--- config.mk ---
export PLATFORM = sky130hd
export DESIGN_NAME = i2c_slave_target_flat
export DESIGN_NICKNAME = d
export VERILOG_FILES = /design/src/rtl/i2c_slave_target_if.sv /design/src/rtl/i2c_slave_target.sv /design/src/flat_wrapper.sv
export SDC_FILE = /design/constraint.sdc
export NUM_CORES = 1
export LEC_CHECK = 0
export ABC_AREA = 1
export CAP_MARGIN = 20
export CORE_UTILIZATION = 40
export CTS_CLUSTER_SIZE = 14
export DETAILED_ROUTE_END_ITERATION = 6
export SKIP_CTS_REPAIR_TIMING = 1
export SLEW_MARGIN = 20
export SYNTH_ARGS = -nofsm -noshare
export SYNTH_HDL_FRONTEND = slang
export SYNTH_SLANG_ARGS = --single-unit
--- constraint.sdc ---
create_clock -name pclk -period 3 [get_ports pclk]
set_input_delay 0.6 -clock pclk [delete_from_list [all_inputs] [get_ports pclk]]
set_output_delay 0.6 -clock pclk [all_outputs]
set_load 0.005 [all_outputs]
--- src/rtl/i2c_slave_target_if.sv ---
// Bus-side bundle of the I2C target: the raw SCL/SDA inputs, the open-drain
// SDA pull-down, the register-write strobe and the busy flag.
interface i2c_slave_target_if #(
    parameter int NO_OF_REG = 4
);
    localparam int PW = $clog2(NO_OF_REG);

    logic          scl_i;
    logic          sda_i;
    logic          sda_oe;
    logic          reg_wr_en;
    logic [PW-1:0] reg_wr_addr;
    logic [7:0]    reg_wr_data;
    logic          busy;

    modport slave (
        input  scl_i,
        input  sda_i,
        output sda_oe,
        output reg_wr_en,
        output reg_wr_addr,
        output reg_wr_data,
        output busy
    );

    modport master (
        output scl_i,
        output sda_i,
        input  sda_oe,
        input  reg_wr_en,
        input  reg_wr_addr,
        input  reg_wr_data,
        input  busy
    );
endinterface

--- src/rtl/i2c_slave_target.sv ---
// 7-bit-addressed I2C target with an oversampled bus front end and a small
// register file behind an auto-incrementing pointer.
module i2c_slave_target #(
    parameter logic [6:0] SLAVE_ADDRESS = 7'h68,
    parameter int         NO_OF_REG     = 4,
    parameter int         DATA_WIDTH    = 8
) (
    input logic              pclk,
    input logic              areset,
    i2c_slave_target_if.slave bus
);
    localparam int PW = $clog2(NO_OF_REG);

    typedef enum logic [3:0] {
        IDLE,
        ADDR,
        ADDR_ACK,
        REG,
        REG_ACK,
        WDATA,
        WDATA_ACK,
        RDATA,
        RACK,
        WAIT_STOP
    } state_t;

    state_t                state_q, state_d;
    logic [2:0]            bit_cnt_q, bit_cnt_d;
    logic [DATA_WIDTH-1:0] shift_q, shift_d;
    logic [PW-1:0]         ptr_q, ptr_d;
    logic                  rw_q, rw_d;
    logic                  phase_q, phase_d;
    logic                  sda_oe_q, sda_oe_d;
    logic                  busy_q, busy_d;
    logic                  wr_en_q, wr_en_d;
    logic [PW-1:0]         wr_addr_q, wr_addr_d;
    logic [DATA_WIDTH-1:0] wr_data_q, wr_data_d;
    logic [DATA_WIDTH-1:0] regs [NO_OF_REG];

    logic scl_s1, scl_s2, scl_d;
    logic sda_s1, sda_s2, sda_d;
    logic scl_rise, scl_fall, start_det, stop_det;
    logic [DATA_WIDTH-1:0] rx_byte, rd_byte;

    // Synchronizers idle high so reset release never looks like a START.
    always_ff @(posedge pclk or negedge areset) begin
        if (!areset) begin
            scl_s1 <= 1'b1;
            scl_s2 <= 1'b1;
            scl_d  <= 1'b1;
            sda_s1 <= 1'b1;
            sda_s2 <= 1'b1;
            sda_d  <= 1'b1;
        end else begin
            scl_s1 <= bus.scl_i;
            scl_s2 <= scl_s1;
            scl_d  <= scl_s2;
            sda_s1 <= bus.sda_i;
            sda_s2 <= sda_s1;
            sda_d  <= sda_s2;
        end
    end

    assign scl_rise  = scl_s2 & ~scl_d;
    assign scl_fall  = ~scl_s2 & scl_d;
    assign start_det = scl_s2 & scl_d & sda_d & ~sda_s2;
    assign stop_det  = scl_s2 & scl_d & ~sda_d & sda_s2;

    always_ff @(posedge pclk or negedge areset) begin
        if (!areset) begin
            state_q   <= IDLE;
            bit_cnt_q <= '0;
            shift_q   <= '0;
            ptr_q     <= '0;
            rw_q      <= 1'b0;
            phase_q   <= 1'b0;
            sda_oe_q  <= 1'b0;
            busy_q    <= 1'b0;
            wr_en_q   <= 1'b0;
            wr_addr_q <= '0;
            wr_data_q <= '0;
        end else begin
            state_q   <= state_d;
            bit_cnt_q <= bit_cnt_d;
            shift_q   <= shift_d;
            ptr_q     <= ptr_d;
            rw_q      <= rw_d;
            phase_q   <= phase_d;
            sda_oe_q  <= sda_oe_d;
            busy_q    <= busy_d;
            wr_en_q   <= wr_en_d;
            wr_addr_q <= wr_addr_d;
            wr_data_q <= wr_data_d;
        end
    end

    // The register file commits on the cycle the write strobe is visible.
    always_ff @(posedge pclk or negedge areset) begin
        if (!areset) begin
            for (int i = 0; i < NO_OF_REG; i++) begin
                regs[i] <= '0;
            end
        end else if (wr_en_q) begin
            regs[wr_addr_q] <= wr_data_q;
        end
    end

    // phase_q marks the second half of a two-edge step: in an ACK state it
    // means SDA is already held low, in RACK that the master ACKed.
    always_comb begin
        state_d   = state_q;
        bit_cnt_d = bit_cnt_q;
        shift_d   = shift_q;
        ptr_d     = ptr_q;
        rw_d      = rw_q;
        phase_d   = phase_q;
        sda_oe_d  = sda_oe_q;
        busy_d    = busy_q;
        wr_en_d   = 1'b0;
        wr_addr_d = wr_addr_q;
        wr_data_d = wr_data_q;
        rx_byte   = {shift_q[DATA_WIDTH-2:0], sda_s2};
        rd_byte   = regs[ptr_q];

        if (stop_det) begin
            state_d   = IDLE;
            sda_oe_d  = 1'b0;
            busy_d    = 1'b0;
            bit_cnt_d = '0;
            phase_d   = 1'b0;
        end else if (start_det) begin
            state_d   = ADDR;
            sda_oe_d  = 1'b0;
            bit_cnt_d = '0;
            phase_d   = 1'b0;
        end else begin
            case (state_q)
                ADDR: begin
                    if (scl_rise) begin
                        shift_d   = rx_byte;
                        bit_cnt_d = bit_cnt_q + 3'd1;
                        if (bit_cnt_q == 3'd7) begin
                            if (rx_byte[DATA_WIDTH-1:1] == SLAVE_ADDRESS &&
                                rx_byte[DATA_WIDTH-1:1] != 7'd0) begin
                                rw_d    = rx_byte[0];
                                busy_d  = 1'b1;
                                state_d = ADDR_ACK;
                            end else begin
                                busy_d  = 1'b0;
                                state_d = IDLE;
                            end
                        end
                    end
                end
                REG: begin
                    if (scl_rise) begin
                        shift_d   = rx_byte;
                        bit_cnt_d = bit_cnt_q + 3'd1;
                        if (bit_cnt_q == 3'd7) begin
                            ptr_d   = rx_byte[PW-1:0];
                            state_d = REG_ACK;
                        end
                    end
                end
                WDATA: begin
                    if (scl_rise) begin
                        shift_d   = rx_byte;
                        bit_cnt_d = bit_cnt_q + 3'd1;
                        if (bit_cnt_q == 3'd7) begin
                            wr_en_d   = 1'b1;
                            wr_addr_d = ptr_q;
                            wr_data_d = rx_byte;
                            ptr_d     = ptr_q + 1'b1;
                            state_d   = WDATA_ACK;
                        end
                    end
                end
                ADDR_ACK, REG_ACK, WDATA_ACK: begin
                    if (scl_fall) begin
                        if (!phase_q) begin
                            sda_oe_d = 1'b1;
                            phase_d  = 1'b1;
                        end else begin
                            phase_d   = 1'b0;
                            bit_cnt_d = '0;
                            if (state_q == ADDR_ACK && rw_q) begin
                                shift_d  = rd_byte;
                                sda_oe_d = ~rd_byte[DATA_WIDTH-1];
                                state_d  = RDATA;
                            end else begin
                                sda_oe_d = 1'b0;
                                state_d  = (state_q == ADDR_ACK) ? REG : WDATA;
                            end
                        end
                    end
                end
                RDATA: begin
                    if (scl_fall) begin
                        if (bit_cnt_q == 3'd7) begin
                            sda_oe_d  = 1'b0;
                            ptr_d     = ptr_q + 1'b1;
                            bit_cnt_d = '0;
                            phase_d   = 1'b0;
                            state_d   = RACK;
                        end else begin
                            shift_d   = {shift_q[DATA_WIDTH-2:0], 1'b0};
                            sda_oe_d  = ~shift_q[DATA_WIDTH-2];
                            bit_cnt_d = bit_cnt_q + 3'd1;
                        end
                    end
                end
                RACK: begin
                    if (scl_rise) begin
                        if (sda_s2) begin
                            busy_d  = 1'b0;
                            state_d = WAIT_STOP;
                        end else begin
                            phase_d = 1'b1;
                        end
                    end else if (scl_fall && phase_q) begin
                        phase_d   = 1'b0;
                        shift_d   = rd_byte;
                        sda_oe_d  = ~rd_byte[DATA_WIDTH-1];
                        bit_cnt_d = '0;
                        state_d   = RDATA;
                    end
                end
                IDLE, WAIT_STOP: begin
                end
                default: begin
                    state_d = IDLE;
                end
            endcase
        end
    end

    assign bus.sda_oe      = sda_oe_q;
    assign bus.busy        = busy_q;
    assign bus.reg_wr_en   = wr_en_q;
    assign bus.reg_wr_addr = wr_addr_q;
    assign bus.reg_wr_data = wr_data_q[7:0];
endmodule
--- src/flat_wrapper.sv ---
// flat-port wrapper written by rule: the top's interface ports become plain ports
module i2c_slave_target_flat 
#(
    parameter logic [6:0] SLAVE_ADDRESS = 7'h68,
    parameter int         NO_OF_REG     = 4,
    parameter int         DATA_WIDTH    = 8
)
  (pclk, areset, bus_scl_i, bus_sda_i, bus_sda_oe, bus_reg_wr_en, bus_reg_wr_addr, bus_reg_wr_data, bus_busy);
  i2c_slave_target_if #(.NO_OF_REG(NO_OF_REG)) bus_i ();
  input logic pclk;
  input logic areset;
  input wire logic [$bits(bus_i.scl_i)-1:0] bus_scl_i;
  input wire logic [$bits(bus_i.sda_i)-1:0] bus_sda_i;
  output wire logic [$bits(bus_i.sda_oe)-1:0] bus_sda_oe;
  output wire logic [$bits(bus_i.reg_wr_en)-1:0] bus_reg_wr_en;
  output wire logic [$bits(bus_i.reg_wr_addr)-1:0] bus_reg_wr_addr;
  output wire logic [$bits(bus_i.reg_wr_data)-1:0] bus_reg_wr_data;
  output wire logic [$bits(bus_i.busy)-1:0] bus_busy;
  assign bus_i.scl_i = bus_scl_i;
  assign bus_i.sda_i = bus_sda_i;
  assign bus_sda_oe = bus_i.sda_oe;
  assign bus_reg_wr_en = bus_i.reg_wr_en;
  assign bus_reg_wr_addr = bus_i.reg_wr_addr;
  assign bus_reg_wr_data = bus_i.reg_wr_data;
  assign bus_busy = bus_i.busy;
  i2c_slave_target #(.SLAVE_ADDRESS(SLAVE_ADDRESS), .NO_OF_REG(NO_OF_REG), .DATA_WIDTH(DATA_WIDTH)) u_core (.pclk(pclk), .areset(areset), .bus(bus_i));
endmodule
==> summary.md, run 1 <==
| Metric | Value |
|---|---|
| Outcome | `completed` |
| Met3 Usage GRT | `about 3.2%` |
| Ys Warns | `0` |
| Met1 Resource Use GR | `30.1%` |
| Final worst-path cycle share | `between 70 and 80%` |
| Die Wd | `96.7 um` |
| VDD IR-drop max | `roughly 240 uV` |
| Top area cells in the synthesized netlist | `dfrtp_1 44%, nand2_1 16%, o21ai_0 9.1%, nand3_1 5.4%, nor2_1 5.2%` |
| Critical path class | `flip-flop to flip-flop` |
| Total GRT Usage | `19.9%` |
| Cells after DPL | `593` |
| Net count after synthesis | `485` |
| Worst EP arrival | `2.46 ns` |
| Syn_area_per_cell | `7.49 um^2` |
| Vias in the first global route | `3,015` |
| Cell Rows | `34` |
| Fin cells | `between 600 and 700` |
| Cells after Synth | `~480` |
| Share of cells above drive strength 1 | `11.4%` |
| Top Ports | `17` |
| Setup violators final | `0` |
| Port Buffer Count | `16` |
| Leak pwr | `0.00195 uW` |
| CTS clk-pin slew, worst paths | `roughly 0.090 ns` |
| Main flop type after synthesis | `dfrtp_1` |
| Worst setup EP type | `flip-flop` |
| Top-area cell type share of the netlist area | `43.9%` |
| Setup TNS | `0 ns` |
| FF-to-FF End | `u_core.bus.sda_oe$_DFFE_PN0P_` |
| Number of flops mapped to enable cells by yosys | `0` |
| Full die area | `0.00936 mm^2` |
| RSZ-0062 raised after global routing | `false` |
| Final hold slack | `0.254 ns` |
| Gate power share | `12.2%` |
| H-tree depth | `3` |
| CTS tree | `yes` |
| CP Launch Type | `flip-flop` |
| Most instantiated cells after synthesis | `151 x nand2_1, 65 x o21ai_0, 63 x dfrtp_1` |
| R2R cell count | `8` |
| Die H | `96.7 um` |
| Post-synthesis sequential area ratio | `48.3%` |
| Wire length of the first global-routing pass | `around 15,000 um` |
| # DRC | `0` |
| Switching pwr | `594 uW` |
| Worst slew margin | `60.1%` |
| Clk root buf | `clkbuf_8` |
| Achievable Freq | `0.459 GHz` |
| Power Density | `513 mW/mm^2` |
| Post-layout util | `a little under half` |
| Worst clock skew | `just under 0.01 ns` |
| Final Slew Violations | `0` |
| Routed Antenna Nets | `0` |
| Hold Violations, Final | `0` |
| Required @ worst endpoint | `3.28 ns` |
| Vias per cell | `5.09` |
| Initial core utilization | `41.2%` |
| Most instantiated library cell after synthesis | `nand2_1` |
| Netlist cell types | `26` |
| Setup slack after layout | `0.820 ns` |
| Inserted Clock Buffers | `9` |
| Pre-CTS WS | `around 0.85 ns` |
| CTS Sinks | `approximately 70` |
| Met2 Usage GRT | `28.9%` |
| Post-synth top area cell | `dfrtp_1` |
| Critical Path Fanout Max | `20` |
| Worst hold path class | `input port to asynchronous set/reset pin` |
| R2r setup slk | `between 0.8 and 0.9 ns` |
| Share of total power in sequential cells | `50.5%` |
| P_int | `~1500 uW` |
| Total global routing overflow | `0` |
| Layout area overhead | `12.3%` |
| Initial antenna violation count | `0` |
| Worst r2r src | `u_core.ptr_q[0]$_DFFE_PN0P_` |
| # Max-Cap Violations | `0` |
| TritonRoute pass-1 iters | `5` |
| Tightest Pin Transition | `approximately 0.60 ns` |
| Largest net degree at the start of global routing | `28` |
| Core Region | `a little under 0.009 mm^2` |
| Clock group share of total power | `37.3%` |
| RD Place Congestion | `0.909` |
| Clk buf depth | `2` |
| Post-Syn Area | `0.00359 mm^2` |
| Dpl hpwl | `6240 um` |
| Drt initial violations | `between 200 and 300` |
| Antenna Cells | `0` |
| GRT busiest layer | `met1` |
| Post-synthesis register bit count | `69` |
| Share of synthesized flip-flops with an asynchronous set or reset | `between 90% and 100%` |
| DR WL/cell | `between 10 and 15 um` |
| Final wirelength | `8700 um` |
| Clk_lat worst skew | `0.34 ns` |
| Nets@finish | `502` |
| Vias post-DR | `3,100` |
| Post-layout minimum cycle time | `2.18 ns` |
| Sw Share | `28.7%` |
[worst max path at each step]
stage / from / to / slack [ns]
after floorplan: u_core.bit_cnt_q[0]$_DFFE_PN0P_ / u_core.state_q[1]$_DFFE_PN0P_ / 1.44
after global placement: u_core.ptr_q[0]$_DFFE_PN0P_ / u_core.shift_q[1]$_DFFE_PN0P_ / 0.96
after detailed placement: u_core.ptr_q[0]$_DFFE_PN0P_ / u_core.shift_q[1]$_DFFE_PN0P_ / 0.85
after CTS: u_core.ptr_q[0]$_DFFE_PN0P_ / u_core.bus.sda_oe$_DFFE_PN0P_ / 0.82
after global routing: u_core.ptr_q[0]$_DFFE_PN0P_ / u_core.shift_q[1]$_DFFE_PN0P_ / 0.46
final: u_core.ptr_q[0]$_DFFE_PN0P_ / u_core.bus.sda_oe$_DFFE_PN0P_ / 0.82
[final cells by class]
class | count | area, um^2
tap | 108 | 135
inverter | 42 | 160
multi-input combinational | 355 | 1630
sequential | 69 | 1730
clock inverter | 6 | 71.3
timing repair buffer | 19 | 178
clock buffer | 10 | 128
fill | 851 | 4690
[cells by family (layout without fill, tap and decap cells)]
logic type,after synthesis,after routing,share of synthesized area (%)
buf+inv,55,77,6.41
simple gates,270,270,32.7
compound gates,83,83,11.9
fa+ha+maj,2,2,0.697
flops,69,69,48.3
[metrics by stage]
step	power, uW	instance area, um^2
after floorplan	1230	3590
after global placement	1310	3830
after detailed placement	1310	3830
after CTS	2080	4030
after global routing	2170	4030
final	2070	4030
[worst max-delay path: stages, from the launching register on]
cell,delay [ns]
dfrtp_1,0.73
clkinv_1,0.56
nand2_1,0.16
nand3_1,0.09
nand2_1,0.16
nand3_1,0.11
a21oi_1,0.18
nand2_1,0.06
nand2_1,0.05
[routing by layer]
metal | vias up | wire length [um]
met5 | - | 0
met4 | 0 | 101
met3 | 13 | 394
met2 | 84 | 3670
met1 | 1436 | 4530
li1 | 1567 | -
[sequential cells by signal, indices dropped and copies added, names as in the netlist, 2 cells and up]
register,cells
u_core.regs,32
u_core.bus.reg_wr_data,8
u_core.shift_q,7
u_core.bus.reg_wr_addr,2
u_core.state_q,4
u_core.ptr_q,2
u_core.bit_cnt_q,3
[layout by cell type, fill, tap and decap left out, types with 2 or more instances in the layout]
| cell | instances |
|---|---|
| nand2_1 | 151 |
| o21ai_0 | 65 |
| dfrtp_1 | 63 |
| nor2_1 | 50 |
| nand3_1 | 39 |
| inv_1 | 35 |
| clkdlybuf4s50_1 | 15 |
| nand2_2 | 11 |
| clkbuf_8 | 9 |
| a21oi_1 | 8 |
| nor2_2 | 7 |
| nor2_4 | 6 |
| dfstp_2 | 6 |
| inv_2 | 4 |
| o21ai_1 | 4 |
| o22ai_1 | 4 |
| buf_4 | 3 |
| nand4_1 | 2 |
| clkinv_1 | 2 |
| nor3_1 | 2 |
| ha_1 | 2 |
| clkinvlp_4 | 2 |
| clkinv_4 | 2 |
[power by group through the flow]
| stage | logic, uW | clock network, uW | registers (uW) |
|---|---|---|---|
| floorplan | 179 | 0 | 1050 |
| global placement | 246 | 0 | 1060 |
| detailed placement | 252 | 0 | 1060 |
| CTS | 253 | 787 | 1040 |
| global route | 295 | 824 | 1050 |
| finish | 252 | 772 | 1050 |
Power figures use the tool's default switching activity.
==> inputs of run 2 (changes only) <==
==> constraint.sdc (replaced) <==
create_clock -name pclk -period 1.9 [get_ports pclk]
set_input_delay 0.38 -clock pclk [delete_from_list [all_inputs] [get_ports pclk]]
set_output_delay 0.38 -clock pclk [all_outputs]
set_load 0.005 [all_outputs]
==> run 2 against run 1 <==
Effect of this change:
- clock-buffer cell count rose by 4
- sequential share of layout area fell by 1.3 points
- maximum frequency rose by 25%
==> summary.md, run 2 (same netlist as run 1, synthesis figures left out) <==
| Metric | Value |
|---|---|
| Worst setup EP type | `flip-flop` |
| Port Buffer Count | `16` |
| Achievable Freq | `0.573 GHz` |
| Setup TNS | `0 ns` |
| # Max-Cap Violations | `0` |
| Met3 Usage GRT | `2.89%` |
| H-tree depth | `3` |
| Hold_sp | `u_core.scl_s1$_DFF_PN1_` |
| Clk root buf | `clkbuf_8` |
| P_int | `2240 uW` |
| Worst EP arrival | `between 1.5 and 2 ns` |
| Most common cell on crit path | `inv_1` |
| Core Region | `just under 0.009 mm^2` |
| Max FFs per register | `32` |
| Worst hold path depth | `0` |
| Crit-path cells | `ha_1 > ha_2 > inv_1 > nor2_4 > inv_1 > nor2_1 > buf_4 > nand2_1 > o21ai_0` |
| RSZ-0062 raised after global routing | `false` |
| Final wirelength | `8760 um` |
| Total global routing overflow | `0` |
| Routed Antenna Nets | `0` |
| GRT busiest layer | `met2` |
| Most common cell after layout, fill and taps aside | `nand2_1` |
| Critical path class | `flip-flop to flip-flop` |
| Met2 Usage GRT | `30.7%` |
| VDD IR-drop max | `around 440 uV` |
| Power Density | `749 mW/mm^2` |
| Post-layout minimum cycle time | `1.74 ns` |
| DR WL/cell | `14.0 um` |
| Largest net degree at the start of global routing | `45` |
| Commonest cells after routing, fill and taps aside | `151 x nand2_1, 64 x o21ai_0, 63 x dfrtp_1` |
| Clk buf depth | `2` |
| Hold Violations, Final | `0` |
| Worst clock skew | `between 0.005 and 0.006 ns` |
| Final Slew Violations | `0` |
| Final worst-path cycle share | `91.8%` |
| CTS Sinks | `approximately 70` |
| R2r setup slk | `roughly 0.16 ns` |
| Switching pwr | `874 uW` |
| CTS clk-pin slew, worst paths | `0.07 ns` |
| Worst path max stage delay | `about 0.40 ns` |
| RD Place Congestion | `0.896` |
| Cell Rows | `34` |
| Initial antenna violation count | `0` |
| Die H | `between 90 and 100 um` |
| Clock group share of total power | `between 30% and 40%` |
| Inserted Clock Buffers | `9` |
| Required @ worst endpoint | `2.13 ns` |
| Share of total power in sequential cells | `53.0%` |
| Setup violators final | `0` |
| Design area | `0.00415 mm^2` |
| Met1 Resource Use GR | `29.9%` |
| Sw Share | `28.1%` |
| Leak pwr | `0.00202 uW` |
| Worst slew margin | `58.7%` |
| Vias post-DR | `3,172` |
| Slowest cell on crit path | `dfrtp_1` |
| Full die area | `approximately 0.0094 mm^2` |
| FF-to-FF End | `u_core.bus.reg_wr_data[2]$_DFFE_PN0P_` |
| Top reg by flops | `u_core.regs` |
| Cell area after placement | `0.00394 mm^2` |
| Layout area overhead | `15.7%` |
| Worst r2r src | `u_core.bit_cnt_q[0]$_DFFE_PN0P_` |
| Top Ports | `17` |
| Worst hold path class | `flip-flop to flip-flop` |
| Antenna Cells | `0` |
| Drt initial violations | `256` |
| Hold EP | `u_core.scl_s2$_DFF_PN1_` |
| Vias in the first global route | `3,016` |
| Initial core utilization | `41.2%` |
| Wire length of the first global-routing pass | `15,200 um` |
| Clk_lat worst skew | `0.34 ns` |
| CP Launch Type | `flip-flop` |
| Nets@finish | `517` |
| Share of cells above drive strength 1 | `a little over an eighth` |
| CTS tree | `yes` |
| # DRC | `0` |
| Tightest Pin Transition | `0.618 ns` |
| TritonRoute pass-1 iters | `5` |
| Die Wd | `96.7 um` |
| Dpl hpwl | `6320 um` |
| Total GRT Usage | `around a fifth` |
| Critical Path Fanout Max | `12` |
| Outcome | `completed` |
| R2R cell count | `9` |
| Gate power share | `13.1%` |
| Vias per cell | `5.08` |
[run 2: cell types whose count changed in the layout (fill, tap and decap cells not counted), moves of 2 or more]
cell and change:
clkbuf_1 +3, clkinv_4 -2, nor2_4 +2, buf_12 +2, buf_4 +12
[run 2: worst max-delay path by stage]
stage	startpoint	end	slack (ns)	depth (start not counted)
6_report	u_core.bit_cnt_q[0]$_DFFE_PN0P_	u_core.bus.reg_wr_data[2]$_DFFE_PN0P_	0.16	9
5_1_grt	u_core.bit_cnt_q[0]$_DFFE_PN0P_	u_core.state_q[1]$_DFFE_PN0P_	0.01	11
4_1_cts	u_core.bit_cnt_q[0]$_DFFE_PN0P_	u_core.state_q[2]$_DFFE_PN0P_	0.11	11
3_5_place_dp	u_core.sda_s2$_DFF_PN1_	u_core.bit_cnt_q[1]$_DFFE_PN0P_	0.14	10
3_3_place_gp	u_core.sda_s2$_DFF_PN1_	u_core.bit_cnt_q[1]$_DFFE_PN0P_	0.15	10
2_1_floorplan	u_core.bit_cnt_q[0]$_DFFE_PN0P_	u_core.state_q[1]$_DFFE_PN0P_	0.34	11
[run 2: layout make-up]
type,instances,area (um^2)
Fill cell,865,4570
Sequential cell,69,1730
Multi-Input combinational cell,355,1640
Timing Repair Buffer,34,318
Inverter,42,160
Clock buffer,14,153
Tap cell,108,135
Clock inverter,2,12.5
[run 2: power groups by stage]
stage               combinational (uW)  clock, uW  sequential [uW]
floorplan                          283          0             1650
global placement                   396          0             1670
finish                             409       1050             1650
CTS                                401       1080             1650
detailed placement                 398          0             1680
global route                       489       1140             1670
[run 2: per-layer routing]
layer  vias up  share of wire [%]  routed length [um]
met1      1476                 50                4410
met4         0                1.4                 125
met2        81                 44                3820
met5         -                  0                   0
li1       1603                  -                   -
met3        12                4.5                 396
[run 2: per-stage QoR]
stage	total power, uW	utilization, %	hold slack, ns	setup WS, ns	instances
finish	3110	47.6	0.356	0.155	624
CTS	3130	47.0	-0.166	0.114	621
global placement	2070	45.1	0.196	0.149	605
floorplan	1940	-	0.0844	0.343	479
global route	3290	47.6	0.365	0.0135	624
detailed placement	2070	45.1	0.195	0.143	605
[run 2: worst max-delay path: cells and delay by family (launching register included)]
kind | cells | cell delay (ns)
buffers and inverters | 3 | 0.39
and+or+nand+nor | 3 | 0.36
DFF | 1 | 0.40
AOI/OAI and AO/OA | 1 | 0.10
adders and majority gates | 2 | 0.38
